==> config.mk <==
export PLATFORM = sky130hd
export DESIGN_NAME = signed_bcd_converter_flat
export DESIGN_NICKNAME = d
export VERILOG_FILES = /design/src/rtl/signed_bcd_converter_if.sv /design/src/rtl/signed_bcd_converter.sv /design/src/flat_wrapper.sv
export SDC_FILE = /design/constraint.sdc
export NUM_CORES = 1
export LEC_CHECK = 0
export CORE_UTILIZATION = 55
export CTS_CLUSTER_SIZE = 10
export DETAILED_ROUTE_END_ITERATION = 16
export GPL_TIMING_DRIVEN = 0
export PLACE_DENSITY = 0.92
export SLEW_MARGIN = 10
export SYNTH_ARGS = -nofsm -noshare
export SYNTH_HDL_FRONTEND = slang
export SYNTH_SLANG_ARGS = --single-unit
==> constraint.sdc <==
create_clock -name clk -period 2.45 [get_ports clk]
set_input_delay 0.49 -clock clk [delete_from_list [all_inputs] [get_ports clk]]
set_output_delay 0.49 -clock clk [all_outputs]
set_load 0.01 [all_outputs]
==> src/rtl/signed_bcd_converter_if.sv <==
// Handshake and result bus between the product source and the signed BCD converter.
// The master drives start/Result; the slave returns the sign, magnitude and packed BCD.
interface signed_bcd_converter_if #(
    parameter int WIDTH  = 16,
    parameter int DIGITS = 5
);
    logic                  start;
    logic [WIDTH-1:0]      Result;
    logic                  SignValue;
    logic [WIDTH-1:0]      Value;
    logic [4*DIGITS-1:0]   Bcd;
    logic                  busy;
    logic                  done;

    modport master (
        output start, Result,
        input  SignValue, Value, Bcd, busy, done
    );

    modport slave (
        input  start, Result,
        output SignValue, Value, Bcd, busy, done
    );
endinterface

==> src/rtl/signed_bcd_converter.sv <==
// Captures a signed product, splits sign/magnitude and converts the magnitude to packed BCD
// with a one-bit-per-clock double-dabble loop. Displayed outputs change only on completion.
module signed_bcd_converter #(
    parameter int WIDTH  = 16,
    parameter int DIGITS = 5
) (
    input  logic                 clk,
    input  logic                 reset,
    signed_bcd_converter_if.slave bus
);
    localparam int CW = $clog2(WIDTH + 1);

    typedef enum logic [1:0] {IDLE, SHIFT, DONE} state_t;

    state_t                state_reg;
    logic [CW-1:0]         cnt_reg;
    logic [WIDTH-1:0]      bin_reg;
    logic [4*DIGITS-1:0]   scratch_reg;
    logic                  sign_reg;
    logic [WIDTH-1:0]      mag_reg;
    logic                  sign_out_reg;
    logic [WIDTH-1:0]      value_out_reg;
    logic [4*DIGITS-1:0]   bcd_out_reg;
    logic                  busy_reg;
    logic                  done_reg;

    logic                  result_neg;
    logic [WIDTH-1:0]      result_mag;
    logic [4*DIGITS-1:0]   scratch_adj;

    assign result_neg = bus.Result[WIDTH-1];
    // The most-negative value negates to itself, which as unsigned is exactly 2^(WIDTH-1).
    assign result_mag = result_neg ? ((~bus.Result) + {{(WIDTH-1){1'b0}}, 1'b1})
                                   : bus.Result;

    genvar gi;
    generate
        for (gi = 0; gi < DIGITS; gi++) begin : g_add3
            assign scratch_adj[gi*4 +: 4] = (scratch_reg[gi*4 +: 4] >= 4'd5)
                                          ? scratch_reg[gi*4 +: 4] + 4'd3
                                          : scratch_reg[gi*4 +: 4];
        end
    endgenerate

    always_ff @(posedge clk) begin
        if (reset) begin
            state_reg     <= IDLE;
            cnt_reg       <= '0;
            bin_reg       <= '0;
            scratch_reg   <= '0;
            sign_reg      <= 1'b0;
            mag_reg       <= '0;
            sign_out_reg  <= 1'b0;
            value_out_reg <= '0;
            bcd_out_reg   <= '0;
            busy_reg      <= 1'b0;
            done_reg      <= 1'b0;
        end else begin
            done_reg <= 1'b0;
            case (state_reg)
                IDLE: begin
                    // busy drops one cycle after IDLE is re-entered, so it spans the done cycle.
                    busy_reg <= bus.start;
                    if (bus.start) begin
                        sign_reg    <= result_neg;
                        mag_reg     <= result_mag;
                        bin_reg     <= result_mag;
                        scratch_reg <= '0;
                        cnt_reg     <= CW'(WIDTH);
                        state_reg   <= SHIFT;
                    end
                end
                SHIFT: begin
                    busy_reg <= 1'b1;
                    {scratch_reg, bin_reg} <= {scratch_adj[4*DIGITS-2:0], bin_reg, 1'b0};
                    cnt_reg <= cnt_reg - CW'(1);
                    if (cnt_reg == CW'(1)) begin
                        state_reg <= DONE;
                    end
                end
                DONE: begin
                    busy_reg      <= 1'b1;
                    bcd_out_reg   <= scratch_reg;
                    sign_out_reg  <= sign_reg;
                    value_out_reg <= mag_reg;
                    done_reg      <= 1'b1;
                    state_reg     <= IDLE;
                end
                default: begin
                    state_reg <= IDLE;
                end
            endcase
        end
    end

    assign bus.SignValue = sign_out_reg;
    assign bus.Value     = value_out_reg;
    assign bus.Bcd       = bcd_out_reg;
    assign bus.busy      = busy_reg;
    assign bus.done      = done_reg;
endmodule

==> src/flat_wrapper.sv <==
// flat-port wrapper written by rule: the top's interface ports become plain ports
module signed_bcd_converter_flat 
#(
    parameter int WIDTH  = 16,
    parameter int DIGITS = 5
)
  (clk, reset, bus_start, bus_Result, bus_SignValue, bus_Value, bus_Bcd, bus_busy, bus_done);
  signed_bcd_converter_if #(.WIDTH(WIDTH), .DIGITS(DIGITS)) bus_i ();
  input  logic clk;
  input  logic reset;
  input wire logic [$bits(bus_i.start)-1:0] bus_start;
  input wire logic [$bits(bus_i.Result)-1:0] bus_Result;
  output wire logic [$bits(bus_i.SignValue)-1:0] bus_SignValue;
  output wire logic [$bits(bus_i.Value)-1:0] bus_Value;
  output wire logic [$bits(bus_i.Bcd)-1:0] bus_Bcd;
  output wire logic [$bits(bus_i.busy)-1:0] bus_busy;
  output wire logic [$bits(bus_i.done)-1:0] bus_done;
  assign bus_i.start = bus_start;
  assign bus_i.Result = bus_Result;
  assign bus_SignValue = bus_i.SignValue;
  assign bus_Value = bus_i.Value;
  assign bus_Bcd = bus_i.Bcd;
  assign bus_busy = bus_i.busy;
  assign bus_done = bus_i.done;
  signed_bcd_converter #(.WIDTH(WIDTH), .DIGITS(DIGITS)) u_core (.clk(clk), .reset(reset), .bus(bus_i));
endmodule
### Yosys cells after proc, flatten, opt, wreduce, memory -nomap -nowiden

Cells that the tools add are included.

* word-level logic and storage cells: 53
* bits in registers: 99
* bits of input ports: 19

* order comparisons: 5
* bitwise gates (word level): 1
* equal/unequal tests: 5
* reduce and logical (&&, ||, !) cells: 7
* mux-type cells: 17
* add/sub/neg operators: 7

Operators by type and width (count)
* case mux 20 bit (2 select lines): 1
* two-way mux 16 bit: 2
* case mux 16 bit (2 select lines): 1
* greater-or-equal comparator 4 x 3 -> 1 bit (second input constant): 5
* two-way mux 20 bit: 1
* adder 16 x 1 -> 16 bit (second input constant): 1
* adder 4 x 2 -> 4 bit (second input constant): 4
* two-way mux 4 bit: 4
* NOT 16 bit: 1
* case mux 5 bit (2 select lines): 1
* AND reduction 2 bit: 3
* equality test 5 x 1 -> 1 bit (second input constant): 1
* two-way mux 5 bit: 1
* subtractor 5 x 1 -> 5 bit (second input constant): 1
* two-way mux 2 bit: 2
* case mux 2 bit (2 select lines): 1
* nonzero test 2 bit: 2
* adder 3 x 2 -> 3 bit (second input constant): 1
* two-way mux 3 bit: 1
* equality test 2 x 1 -> 1 bit (second input constant): 1
* equality test 2 bit (second input constant): 1
* zero test 2 bit: 1
* != test 2 x 1 -> 1 bit (second input constant): 1
* != test 2 bit (second input constant): 1
* 3 further kinds: 3

### Logic depth before layout (Yosys ltp)

Gate-level depths: netlist (run 1).

* depth after elaboration: 5
* mapped depth: 9
* gate-level depth less buffers: 7

### Least setup slack after synthesis (run 1)

Ideal clock, no wire load.

* path type: input to register
* from: in bus_Result[9]
* to: reg u_core.mag_reg[14]
* data arrival time: 1.729 ns
* library setup time: 0.137 ns
* stages on the path: 5
* required time: 2.313 ns
* buffers on the path: 0
* setup slack: 0.584 ns
* cell sequence: or4_1 or2_4 o21ai_0 xor2_1 a211oi_1

* longest elaborated chain between the ends: 3

RTL lines
* start, declared: line flat_wrapper.sv:12 `input wire logic [$bits(bus_i.Result)-1:0] bus_Result;`
* NOT 16 bit: line signed_bcd_converter.sv:33 `assign result_mag = result_neg ? ((~bus.Result) + {{(WIDTH-1){1'b0}}, 1'b1})`
* adder 16 x 1 -> 16 bit: line signed_bcd_converter.sv:33
* two-way mux 16 bit: line signed_bcd_converter.sv:33
* end signal, assigned: line signed_bcd_converter.sv:66 `mag_reg <= result_mag;`
* end, declared: line signed_bcd_converter.sv:20 `logic [WIDTH-1:0] mag_reg;`

No other way between the ends.
A chain may end at the register's enable or synchronous reset.

### Worst setup path in the final report (run 1)

* from: reg u_core.state_reg[0]
* to: reg u_core.scratch_reg[15]

* longest elaborated chain between the ends: 3

RTL lines
* start, declared: line signed_bcd_converter.sv:15 `state_t state_reg;`
* start signal, assigned: line signed_bcd_converter.sv:47 `state_reg <= IDLE;`
* start signal, assigned: line signed_bcd_converter.sv:70 `state_reg <= SHIFT;`
* start signal, assigned: line signed_bcd_converter.sv:78 `state_reg <= DONE;`
* equality test 2 x 1 -> 1 bit / zero test 2 bit (equally long branches): line signed_bcd_converter.sv:60 `case (state_reg)`
* nonzero test 2 bit (no source line) / != test 2 bit (equally long branches)
* AND reduction 2 bit (no source line)
* end signal, assigned: line signed_bcd_converter.sv:75 `{scratch_reg, bin_reg} <= {scratch_adj[4*DIGITS-2:0], bin_reg, 1'b0};`
* end, declared: line signed_bcd_converter.sv:18 `logic [4*DIGITS-1:0] scratch_reg;`

Several ways; a longest one is shown, not always the timed one.

==> metrics.md, run 1 <==
| Metric | Value |
|---|---|
| Transition time at the pin with the least slew margin | about 760 ps |
| Area occupied by multi-input gates | ~2200 sq um |
| Layout Area Growth over Synthesis | 21.04% |
| Clock sink count | between 90 and 100 |
| Power density cells | 872.0 nW/um^2 |
| Yosys warnings | 0 |
| Worst path max stage delay | 480 ps |
| Depth of the CTS H-tree | 3 |
| Kind of capture point of the worst setup path | register |
| Synthesized net count | about 530 |
| Avg Cell Area, Syn | a little under 9 sq um |
| Total via count in the routed design | a little under 4000 |
| Share of the clock period used by the worst path after layout | 94.70% |
| Drc violations | 0 |
| First-pass iteration count of the detailed router | 6 |
| Core Rows | 32 |
| Ports | 58 |
| Post-synthesis async set-or-reset flop share | 0% |
| Required time at the worst-slack endpoint | 2750 ps |
| Time the final worst path needs with I/O delays and setup | 2320 ps |
| Leading area contributor after synthesis | sky130_fd_sc_hd__dfxtp_1 |
| Gr ovfl total | 0 |
| TritonCTS Buffers | 9 |
| Clock latency reported for the late side of the worst-skew pair | roughly 370 ps |
| Wire length of the first global-routing pass | 17100 um |
| Post-synth top flop | sky130_fd_sc_hd__dfxtp_1 |
| Startpoint class of the critical path | register |
| Area used by sequential logic in the layout | around 2000 sq um |
| Horizontal die dimension | about 90 um |
| Hold slack final | 456.8 ps |
| Startpoint of the most critical setup path | u_core.state_reg[0]$_SDFFE_PP0P_ |
| Post-Route Utilization | 69.03% |
| R2R setup slack | 130 ps |
| Synthesized area | 4407 sq um |
| Fill cell instance count of the final layout | about 550 |
| Net count of the finished layout | between 600 and 700 |
| Worst-case reg-to-reg path depth | 8 |
| Number of hold violations in the final report | 0 |
| Buffering stage count on the worst path with inverters included | 3 |
| Post-route design area | 5334 sq um |
| Mean number of vias per cell | 5.749 |
| Portion of synthesized cell area occupied by the leading cell type | 44.97% |
| Crit-path max FO | 10 |
| Initial standard-cell utilization of the core | between 50% and 60% |
| Post-synth EDFFs | 0 |
| RSZ-0062 raised after global routing | true |
| Most frequent cell on the critical path | sky130_fd_sc_hd__clkbuf_1 |
| Combined global-route utilization of all metal layers | 25.74% |
| Slew HR | 49.51% |
| GPL Wtd Cong | 0.9010 |
| Flop and latch count out of synthesis | between 90 and 100 |
| Reg-to-reg critical path startpoint | u_core.state_reg[0]$_SDFFE_PP0P_ |
| TritonCTS clock tree | yes |
| Total inserted antenna cells | 0 |
| Synth Instances | slightly below 500 |
| Total cell area at the placement stage | 5105 sq um |
| Crit-path cells | inv_1 > ha_1 > nand2b_1 > clkbuf_1 > and2_0 > clkbuf_1 > nand3_1 > a21oi_1 |
| Largest delay contributor family on the critical path | buffers and inverters |
| Library cell contributing the largest single delay on the critical path | sky130_fd_sc_hd__clkbuf_1 |
| IR drop worst, VDD | 704.6 uV |
| WP depth | 8 |
| Part of the Yosys area used for sequential elements | 44.97% |
| Buffers on Ports | 57 |
| Total count of max-transition violations in the final report | 0 |
| Fraction of layout instances using a drive strength above 1 | under 10% |
| Post-route ant nets | 0 |
| Hold Path Stages | 2 |
| Worst clock skew on the final layout | around 15 ps |
| Clock slew at the register clock pins of the worst setup and hold paths | 90 ps |
| MaxCap Viol Count | 0 |
| Cell variety after synth | 44 |
| Y dimension of the die | 91.51 um |
| Pin count of the biggest net entering global routing | 17 |
| Initial DRC count | 322 |
| Final setup violation count | 0 |
| LEAKAGE | 1.933 nW |
| Wire length reported by the detailed router | 10430 um |
| Clock tree buffer depth | 2 |
| Area of the die | 8374 sq um |
| Setup TNS after final layout | 0 ps |
| Result of the run | completed |
| Clock root buffer | sky130_fd_sc_hd__clkbuf_8 |
| FF-to-FF End | u_core.scratch_reg[15]$_SDFFE_PP0P_ |
| Biggest area contributors in the synthesized netlist | sky130_fd_sc_hd__dfxtp_1, sky130_fd_sc_hd__mux2i_1, sky130_fd_sc_hd__nor2_1 |
| Core region area | 7727 sq um |
| End point of the critical path | u_core.scratch_reg[15]$_SDFFE_PP0P_ |
| Final HPWL from detailed placement | 7219 um |
| Number of global-route vias before repair | 3666 |
| Path type of the worst min-delay path | register to register |
| Achievable frequency | 431.0 MHz |
| Post-CTS Setup Bufs | 0 |
| Critical path data arrival time | 2620 ps |
| Antenna violations before repair | 0 |
| Wire length per cell | ~16 um |
| Setup Crit Path Kind | register to register |
[routing by layer]
metal / vias to the layer above / wire, um / track usage, %
met5: - / 0 / 0
met2: 162 / 5189 / 44.17
li1: 1850 / - / -
met4: 0 / 195 / 10.19
met3: 22 / 570 / 4.690
met1: 1818 / 4479 / 31.78
[through the flow]
| step | setup WS (ps) | instances | power (mW) |
|---|---|---|---|
| 2_1_floorplan | 584.0 | 495 | 2.980 |
| 3_3_place_gp | -67.45 | 654 | 3.366 |
| 3_5_place_dp | -133.3 | 654 | 3.438 |
| 4_1_cts | 137.8 | 670 | 4.601 |
| 5_1_grt | -55.24 | 670 | 4.872 |
| 6_report | 129.7 | 670 | 4.651 |
[cell usage in the layout (no fill, tap or decap), types with 4 or more instances in the layout]
cell                              count
sky130_fd_sc_hd__a211oi_1             9
sky130_fd_sc_hd__a21o_1               4
sky130_fd_sc_hd__a21oi_1             31
sky130_fd_sc_hd__a22oi_1              9
sky130_fd_sc_hd__a32oi_1              5
sky130_fd_sc_hd__and3_1               4
sky130_fd_sc_hd__clkbuf_1            21
sky130_fd_sc_hd__clkbuf_8            10
sky130_fd_sc_hd__clkdlybuf4s50_1     57
sky130_fd_sc_hd__dfxtp_1             99
sky130_fd_sc_hd__ha_1                19
sky130_fd_sc_hd__inv_1               18
sky130_fd_sc_hd__mux2i_1             42
sky130_fd_sc_hd__nand2_1             34
sky130_fd_sc_hd__nand2b_1             8
sky130_fd_sc_hd__nand3_1              7
sky130_fd_sc_hd__nor2_1              77
sky130_fd_sc_hd__nor3_1              12
sky130_fd_sc_hd__o211ai_1             9
sky130_fd_sc_hd__o21ai_0             21
sky130_fd_sc_hd__o22ai_1              5
sky130_fd_sc_hd__o31ai_1              5
sky130_fd_sc_hd__xnor2_1             12
sky130_fd_sc_hd__xor2_1              10
[area by class of cell]
| cell class | instances | share of cell area [%] |
|---|---|---|
| clock inverters | 6 | 1.665 |
| clock buffers | 10 | 2.580 |
| inverters | 19 | 1.337 |
| plain buffers | 29 | 2.158 |
| well taps | 102 | 2.393 |
| repair buffers | 57 | 10.70 |
| flip-flops and latches | 99 | 37.16 |
| multi-input cells | 348 | 42.01 |
[where the power goes]
group,switching (mW),internal [mW],total [mW]
clock,0.574,0.603,1.18
sequential,0.137,1.83,1.97
combinational,0.995,0.510,1.51
total,1.71,2.94,4.65
[cell usage after synthesis (2+ instances only)]
master,count
sky130_fd_sc_hd__a31oi_1,3
sky130_fd_sc_hd__nor2b_1,2
sky130_fd_sc_hd__nand2b_1,8
sky130_fd_sc_hd__and3_1,4
sky130_fd_sc_hd__xnor2_1,12
sky130_fd_sc_hd__a22oi_1,9
sky130_fd_sc_hd__o31ai_1,5
sky130_fd_sc_hd__dfxtp_1,99
sky130_fd_sc_hd__mux2i_1,42
sky130_fd_sc_hd__nand3_1,7
sky130_fd_sc_hd__a211oi_1,9
sky130_fd_sc_hd__xor2_1,10
sky130_fd_sc_hd__nor3_1,12
sky130_fd_sc_hd__buf_2,3
sky130_fd_sc_hd__or3_1,2
sky130_fd_sc_hd__o211ai_1,9
sky130_fd_sc_hd__o41ai_1,2
sky130_fd_sc_hd__o22ai_1,5
sky130_fd_sc_hd__o21ai_0,21
sky130_fd_sc_hd__ha_1,19
sky130_fd_sc_hd__o21ai_1,2
sky130_fd_sc_hd__nand2_1,34
sky130_fd_sc_hd__inv_1,18
sky130_fd_sc_hd__a21oi_1,31
sky130_fd_sc_hd__a32oi_1,5
sky130_fd_sc_hd__nor2_1,77
sky130_fd_sc_hd__buf_1,3
sky130_fd_sc_hd__clkbuf_1,23
sky130_fd_sc_hd__a21o_1,4
[worst register-to-register path: cells and delay by family, from the launching register on]
kind                       cells  cell delay, ps
and+or+nand+nor                3             510
DFF                            1             420
AOI/OAI and AO/OA              1             160
adders and majority gates      1             270
buffers and inverters          3             900
[worst min-delay path by stage]
| stage | start | end |
|---|---|---|
| 2_1_floorplan | u_core.bin_reg[5]$_SDFFE_PP0P_ | u_core.bin_reg[5]$_SDFFE_PP0P_ |
| 3_3_place_gp | u_core.bin_reg[5]$_SDFFE_PP0P_ | u_core.bin_reg[5]$_SDFFE_PP0P_ |
| 3_5_place_dp | u_core.bin_reg[2]$_SDFFE_PP0P_ | u_core.bin_reg[2]$_SDFFE_PP0P_ |
| 4_1_cts | u_core.bin_reg[2]$_SDFFE_PP0P_ | u_core.bin_reg[2]$_SDFFE_PP0P_ |
| 5_1_grt | u_core.bin_reg[2]$_SDFFE_PP0P_ | u_core.bin_reg[2]$_SDFFE_PP0P_ |
| 6_report | u_core.bin_reg[2]$_SDFFE_PP0P_ | u_core.bin_reg[2]$_SDFFE_PP0P_ |
[repair_timing]
| item | CTS | global route |
|---|---|---|
| hold buffers | 0 | 0 |
| gates resized for setup | 0 | 4 |
| endpoints found under the setup margin | 0 | 19 |
[kinds of logic after synthesis]
group,count (synthesis),synth area share [%]
XOR/XNOR,22,4.372
flip-flops,99,44.97
AND/OR/NAND/NOR,155,15.82
adder cells (fa/ha/maj),19,5.395
multiplexers,42,9.540
buffers and inverters,48,4.173
AO/OA/AOI/OAI,110,15.73
No activity file was read; power rests on OpenSTA's default activity.
==> run 2, diff against run 1 <==
--- a/config.mk
+++ b/config.mk
@@ -5,7 +5,9 @@
 export SDC_FILE = /design/constraint.sdc
 export NUM_CORES = 1
 export LEC_CHECK = 0
-export CORE_UTILIZATION = 55
+export CELL_PAD_IN_SITES_DETAIL_PLACEMENT = 1
+export CELL_PAD_IN_SITES_GLOBAL_PLACEMENT = 1
+export CORE_UTILIZATION = 42
 export CTS_CLUSTER_SIZE = 10
 export DETAILED_ROUTE_END_ITERATION = 16
 export GPL_TIMING_DRIVEN = 0
==> run 2 against run 1 <==
Wire length rose by 14%. Total power decreased by 1.8%. Global-route usage down 2.8 points. Register-to-register slack improved by 70 ps. Non-clock buffer count is 1 lower. Die area grew 30%. Sequential share of layout area decreased by 0.087 points. Critical path depth stayed put. Maximum frequency rose by 3.0%. Hold slack got worse by 0.73 ps. Clock power is 10% lower. Critical path type unchanged. Largest cell class unchanged. Largest power group unchanged.
==> metrics.md, run 2 (synthesis gave the netlist of run 1 again) <==
| Metric | Value |
|---|---|
| Result of the run | completed |
| Crit-path max FO | 10 (unchanged) |
| FF-to-FF End | u_core.bin_reg[10]$_SDFFE_PP0P_ |
| Required time at the worst-slack endpoint | 2700 ps (-50 ps) |
| Fraction of layout instances using a drive strength above 1 | 4.938% (+0.36 points) |
| Startpoint class of the critical path | register |
| Clock latency reported for the late side of the worst-skew pair | 360 ps (about the same) |
| Number of hold violations in the final report | 0 (unchanged) |
| Clock tree buffer depth | 2 (unchanged) |
| TritonCTS Buffers | 9 (unchanged) |
| Met3 usage in global routing | 4.699% (+0.0091 points) |
| Met2 Track Usage GR | 43.19% (-0.98 points) |
| Post-cts hold buffer count | 0 (unchanged) |
| Share of the clock period used by the worst path after layout | 91.99% (-2.7 points) |
| Pin count of the biggest net entering global routing | 16 (-1) |
| Core Rows | 37 (+16%) |
| Wire length per cell | 16.88 um (+8.4%) |
| Terminating pin of the worst hold path | u_core.bin_reg[5]$_SDFFE_PP0P_ |
| Setup Crit Path Kind | register to register |
| Placed cell count | 688 (+5.2%) |
| Wire length reported by the detailed router | 11870 um (+14%) |
| Worst clock skew on the final layout | 10.01 ps (-4.764 ps) |
| Top Usage Layer GRT | met2 |
| Depth of the CTS H-tree | 3 (unchanged) |
| Number of global-route vias before repair | 4241 (+16%) |
| Achievable frequency | 443.7 MHz (+3.0%) |
| Net count of the finished layout | 600 (-0.17%) |
| Clock slew at the register clock pins of the worst setup and hold paths | 100 ps (about the same) |
| Y dimension of the die | 104.4 um (+14%) |
| Total cell area at the placement stage | 5147 sq um (+0.83%) |
| Post-route design area | 5346 sq um (+0.23%) |
| Post-CTS Setup Bufs | 0 (unchanged) |
| Sw frac | 37.62% (+0.93 points) |
| Buffers on Ports | 57 (unchanged) |
| Post-cts gate resize count | 0 (unchanged) |
| Met1 routing resource usage after global routing | 25.19% (-6.6 points) |
| First-pass iteration count of the detailed router | 4 (-2) |
| Area of the die | 10910 sq um (+30%) |
| IR drop worst, VDD | 388.2 uV (-45%) |
| Clock root buffer | sky130_fd_sc_hd__clkbuf_8 |
| MaxCap Viol Count | 0 (unchanged) |
| Power Total | 4.570 mW (-1.8%) |
| Critical hold path startpoint | u_core.bin_reg[5]$_SDFFE_PP0P_ |
| Setup TNS after final layout | 0 ps (unchanged) |
| Final setup violation count | 0 (unchanged) |
| TritonCTS clock tree | yes |
| Post-route ant nets | 0 (unchanged) |
| Initial DRC count | 81 (-75%) |
| Fin cells | 703 (+4.9%) |
| Most common cell after layout, fill and taps aside | sky130_fd_sc_hd__dfxtp_1 |
| Drc violations | 0 (unchanged) |
| Combined global-route utilization of all metal layers | 22.92% (-2.8 points) |
| Post-Route Utilization | 52.26% (-17 points) |
| Critical path data arrival time | 2500 ps (-120 ps) |
| Total count of max-transition violations in the final report | 0 (unchanged) |
| GPL Wtd Cong | 0.9061 (+0.57%) |
| Ports | 58 (unchanged) |
| Share of total power in sequential cells | 43.3% (+1.0 points) |
| Internal cell power | 2.851 mW (-3.2%) |
| Kind of capture point of the worst setup path | register |
| Initial standard-cell utilization of the core | 43.07% (-14 points) |
| Horizontal die dimension | 104.4 um (+14%) |
| Gr ovfl total | 0 (unchanged) |
| Share of power burned in combinational logic | 33.4% (+1.0 points) |
| Worst setup margin | 196.4 ps (+66.62 ps) |
| Total via count in the routed design | 3847 (-0.13%) |
| Transition time at the pin with the least slew margin | 764.9 ps (+7.617 ps) |
| Hold Path Stages | 2 (unchanged) |
| Power density cells | 854.7 nW/um^2 (-2.0%) |
| Total inserted antenna cells | 0 (unchanged) |
| Hold slack final | 456.1 ps (-0.7340 ps) |
| Share of power burned in the clock network | 23.3% (-2.0 points) |
| Reg-to-reg critical path startpoint | u_core.state_reg[1]$_SDFFE_PP0P_ |
| Mean number of vias per cell | 5.472 (-4.8%) |
| Worst-case reg-to-reg path depth | 8 (unchanged) |
| Path type of the worst min-delay path | register to register |
| Final HPWL from detailed placement | 8712 um (+21%) |
| Commonest cells after routing, fill and taps aside | sky130_fd_sc_hd__dfxtp_1, sky130_fd_sc_hd__nor2_1, sky130_fd_sc_hd__clkdlybuf4s50_1 |
| R2R setup slack | 200 ps (+70 ps) |
| Dpl ws | -270.4 ps (-137.0 ps) |
| Slew HR | 49.01% (-0.51 points) |
| Switch Pwr | 1.719 mW (+0.74%) |
| Antenna violations before repair | 0 (unchanged) |
| Time the final worst path needs with I/O delays and setup | 2254 ps (-66.62 ps) |
| Clock sink count | 99 (unchanged) |
| Layout Area Growth over Synthesis | 21.32% |
| LEAKAGE | 1.928 nW (-0.23%) |
| Wire length of the first global-routing pass | 20050 um (+17%) |
| Core region area | 10230 sq um (+32%) |
-- run 2: final cells by class --
| cell class | count | area (sq um) |
|---|---|---|
| flip-flops and latches | 99 | 1982 |
| well taps | 136 | 170.2 |
| multi-input cells | 348 | 2241 |
| fillers | 1202 | 4885 |
| clock buffers | 12 | 145.1 |
| clock inverters | 4 | 50.05 |
| repair buffers | 57 | 570.5 |
| inverters | 19 | 71.32 |
| plain buffers | 28 | 116.4 |
-- run 2: worst max path at each step --
stage,from,endpoint,cells after the start
3_3_place_gp,bus_start,u_core.bin_reg[10]$_SDFFE_PP0P_,8
3_5_place_dp,bus_start,u_core.scratch_reg[11]$_SDFFE_PP0P_,7
5_1_grt,u_core.state_reg[1]$_SDFFE_PP0P_,u_core.bin_reg[10]$_SDFFE_PP0P_,8
6_report,u_core.state_reg[1]$_SDFFE_PP0P_,u_core.bin_reg[10]$_SDFFE_PP0P_,8
4_1_cts,u_core.state_reg[0]$_SDFFE_PP0P_,u_core.scratch_reg[14]$_SDFFE_PP0P_,8
2_1_floorplan,bus_Result[9],u_core.mag_reg[14]$_SDFFE_PP0P_,5
-- run 2: routing by layer --
layer | part of all wire (%) | up-vias
met5 | 0 | -
met1 | 42 | 1886
met2 | 53 | 89
li1 | - | 1849
met3 | 3.9 | 23
met4 | 1.6 | 0
-- run 2: worst max-delay path: stages (launching register included) --
cell,delay [ps]
sky130_fd_sc_hd__dfxtp_1,410
sky130_fd_sc_hd__inv_1,120
sky130_fd_sc_hd__ha_1,190
sky130_fd_sc_hd__clkbuf_1,230
sky130_fd_sc_hd__o21ai_1,480
sky130_fd_sc_hd__clkbuf_2,380
sky130_fd_sc_hd__nor3_1,90
sky130_fd_sc_hd__a31oi_1,150
sky130_fd_sc_hd__o21ai_0,100
-- run 2: power groups by stage --
| stage | clock [mW] | sequential (mW) | combinational [mW] |
|---|---|---|---|
| after global placement | 0 | 1.99 | 1.41 |
| after floorplan | 0 | 1.97 | 1.01 |
| after global routing | 1.14 | 2.00 | 1.70 |
| final | 1.06 | 1.98 | 1.53 |
| after detailed placement | 0 | 2.01 | 1.49 |
| after CTS | 1.09 | 1.98 | 1.51 |
==> run 3, diff against run 2 <==
--- a/config.mk
+++ b/config.mk
@@ -7,11 +7,12 @@
 export LEC_CHECK = 0
 export CELL_PAD_IN_SITES_DETAIL_PLACEMENT = 1
 export CELL_PAD_IN_SITES_GLOBAL_PLACEMENT = 1
-export CORE_UTILIZATION = 42
+export CORE_UTILIZATION = 43
+export CTS_BUF_LIST = sky130_fd_sc_hd__clkbuf_8
 export CTS_CLUSTER_SIZE = 10
 export DETAILED_ROUTE_END_ITERATION = 16
 export GPL_TIMING_DRIVEN = 0
-export PLACE_DENSITY = 0.92
+export PLACE_DENSITY = 0.93
 export SLEW_MARGIN = 10
 export SYNTH_ARGS = -nofsm -noshare
 export SYNTH_HDL_FRONTEND = slang
==> run 3 against run 2 <==
Final area shrank 0.21%. Register-to-register slack worse by 20 ps. Clock-buffer cell count is 3 lower. Sequential cell count unchanged. Clock skew is 1.8 ps higher. Critical path type is now input pin to register. Highest routed layer unchanged.
==> metrics.md, run 3 (synthesis gave the netlist of run 1 again) <==
| Metric | Value |
|---|---|
| Initial DRC count | 113 (+40%) |
| RSZ-0062 raised after global routing | true |
| Drc violations | 0 (unchanged) |
| Area occupied by multi-input gates | 2245 sq um (+0.17%) |
| Layout Area Growth over Synthesis | 21.07% |
| Transition time at the pin with the least slew margin | 769.3 ps (+4.421 ps) |
| Core Rows | 36 (-2.7%) |
| First-pass iteration count of the detailed router | 4 (unchanged) |
| Depth of the CTS H-tree | 3 (unchanged) |
| Sw frac | 38.24% (+0.62 points) |
| Path type of the worst min-delay path | register to register |
| Post-route ant nets | 0 (unchanged) |
| Crit-path max FO | 6 (-4) |
| Worst clock skew on the final layout | 11.85 ps (+1.845 ps) |
| Wire length of the first global-routing pass | 20110 um (+0.31%) |
| Total count of max-transition violations in the final report | 0 (unchanged) |
| Final HPWL from detailed placement | 8928 um (+2.5%) |
| Fin cells | 700 (-0.43%) |
| Share of the clock period used by the worst path after layout | 92.90% (+0.92 points) |
| Y dimension of the die | 103.2 um (-1.1%) |
| IR drop worst, VDD | 433.6 uV (+12%) |
| Switch Pwr | 1.741 mW (+1.3%) |
| Slew HR | 48.71% (-0.29 points) |
| Core region area | 9864 sq um (-3.6%) |
| Clock latency reported for the late side of the worst-skew pair | 380 ps (+20 ps) |
| R2R setup slack | 180 ps (-20 ps) |
| Share of power burned in the clock network | 22.7% (-0.6 points) |
| Total inserted antenna cells | 0 (unchanged) |
| Total via count in the routed design | 3870 (+0.60%) |
| Most common cell after layout, fill and taps aside | sky130_fd_sc_hd__dfxtp_1 |
| Wire length per cell | 17.59 um (+4.2%) |
| Net count of the finished layout | 600 (unchanged) |
| Kind of capture point of the worst setup path | register |
| Commonest cells after routing, fill and taps aside | sky130_fd_sc_hd__dfxtp_1, sky130_fd_sc_hd__nor2_1, sky130_fd_sc_hd__clkdlybuf4s50_1 |
| Power density cells | 853.3 nW/um^2 (-0.17%) |
| Worst-case reg-to-reg path depth | 7 (-1) |
| Combined global-route utilization of all metal layers | 25.06% (+2.1 points) |
| Area used by sequential logic in the layout | 1982 sq um (unchanged) |
| TritonCTS Buffers | 9 (unchanged) |
| Initial standard-cell utilization of the core | 44.67% (+1.6 points) |
| Setup Crit Path Kind | input pin to register |
| Achievable frequency | 439.4 MHz (-0.99%) |
| Area of the die | 10660 sq um (-2.3%) |
| Result of the run | completed |
| Number of global-route vias before repair | 4109 (-3.1%) |
| MaxCap Viol Count | 0 (unchanged) |
| Time the final worst path needs with I/O delays and setup | 2276 ps (+22.43 ps) |
| Ports | 58 (unchanged) |
| Hold Path Stages | 2 (unchanged) |
| Post-cts gate resize count | 0 (unchanged) |
| Number of hold violations in the final report | 0 (unchanged) |
| Required time at the worst-slack endpoint | 2780 ps (+80 ps) |
| Fill cell instance count of the final layout | 1166 (-3.0%) |
| Post-Route Utilization | 54.08% (+1.8 points) |
| Wire length reported by the detailed router | 12310 um (+3.8%) |
| Clock slew at the register clock pins of the worst setup and hold paths | 100 ps (about the same) |
| TritonCTS clock tree | yes |
| Clock root buffer | sky130_fd_sc_hd__clkbuf_8 |
| Clock sink count | 99 (unchanged) |
| Critical path data arrival time | 2610 ps (+110 ps) |
| Startpoint class of the critical path | input pin |
| Share of total power in sequential cells | 43.4% (about the same) |
| Placed cell count | 685 (-0.44%) |
| Share of power burned in combinational logic | 33.9% (+0.5 points) |
| Post-cts hold buffer count | 0 (unchanged) |
| Hold slack final | 472.5 ps (+16.41 ps) |
| Mean number of vias per cell | 5.529 (+1.0%) |
| Pin count of the biggest net entering global routing | 16 (unchanged) |
| Final setup violation count | 0 (unchanged) |
| Clock tree buffer depth | 2 (unchanged) |
| Antenna violations before repair | 0 (unchanged) |
| Internal cell power | 2.812 mW (-1.4%) |
| Gr ovfl total | 0 (unchanged) |
| GPL Wtd Cong | 0.9099 (+0.42%) |
| Fraction of layout instances using a drive strength above 1 | 4.938% (unchanged) |
| Horizontal die dimension | 103.2 um (-1.1%) |
| Post-CTS Setup Bufs | 0 (unchanged) |
| Buffers on Ports | 57 (unchanged) |
| LEAKAGE | 1.939 nW (+0.58%) |
run 3: cell count changes in the layout (fill, tap and decap cells not counted), moves of 2 or more:
| cell | before | now |
|---|---|---|
| sky130_fd_sc_hd__clkbuf_1 | 18 | 16 |
| sky130_fd_sc_hd__clkinv_2 | 1 | 3 |
| sky130_fd_sc_hd__clkinvlp_4 | 2 | 0 |
| sky130_fd_sc_hd__inv_1 | 18 | 20 |
run 3: path summary, 6_finish.rpt:
| check | to | from |
|---|---|---|
| max | u_core.bin_reg[4]$_SDFFE_PP0P_ | bus_Result[0] |
| min | u_core.bin_reg[3]$_SDFFE_PP0P_ | u_core.bin_reg[3]$_SDFFE_PP0P_ |
| max reg2reg | u_core.bin_reg[8]$_SDFFE_PP0P_ | u_core.state_reg[1]$_SDFFE_PP0P_ |
| min reg2reg | u_core.bin_reg[3]$_SDFFE_PP0P_ | u_core.bin_reg[3]$_SDFFE_PP0P_ |
run 3: per-stage QoR:
stage               worst slack, ps  power (mW)  TNS [ps]  cell area (sq um)
floorplan                     584.0       2.980         0               4407
global placement             -138.6       3.408     -2261               5144
detailed placement           -222.0       3.502     -6118               5144
CTS                           5.377       4.548         0               5329
global route                 -12.00       4.808    -15.91               5335
finish                        173.9       4.552         0               5335
run 3: layer usage:
layer  vias to the layer above  track usage, %  routed length [um]
met5                         -               0                   0
met4                         0           10.40                 287
met3                        24           5.444                 403
met2                        84           44.67                6285
met1                      1916           29.12                5337
li1                       1846               -                   -
run 3: final cells by class:
| class | instances | share of cell area (%) |
|---|---|---|
| clock buffer | 9 | 2.322 |
| timing repair buffer | 57 | 10.69 |
| tap | 133 | 3.119 |
| clock inverter | 7 | 1.149 |
| multi-input combinational | 348 | 42.07 |
| inverter | 19 | 1.337 |
| sequential | 99 | 37.15 |
| buffer | 28 | 2.158 |
run 3: power by group through the flow:
stage                     clock network (mW)  registers [mW]  logic, mW
after global placement                     0            1.99       1.42
after global routing                    1.11            2.00       1.69
after detailed placement                   0            2.01       1.50
after CTS                               1.05            1.97       1.52
final                                   1.03            1.98       1.54
after floorplan                            0            1.97       1.01
run 3: worst max-delay path: stages:
cell and delay [ps]:
sky130_fd_sc_hd__clkdlybuf4s50_1 540, sky130_fd_sc_hd__inv_1 110, sky130_fd_sc_hd__ha_1 210, sky130_fd_sc_hd__inv_1 100, sky130_fd_sc_hd__o31ai_1 340, sky130_fd_sc_hd__xor2_1 200, sky130_fd_sc_hd__a2111oi_0 450, sky130_fd_sc_hd__a31o_2 160
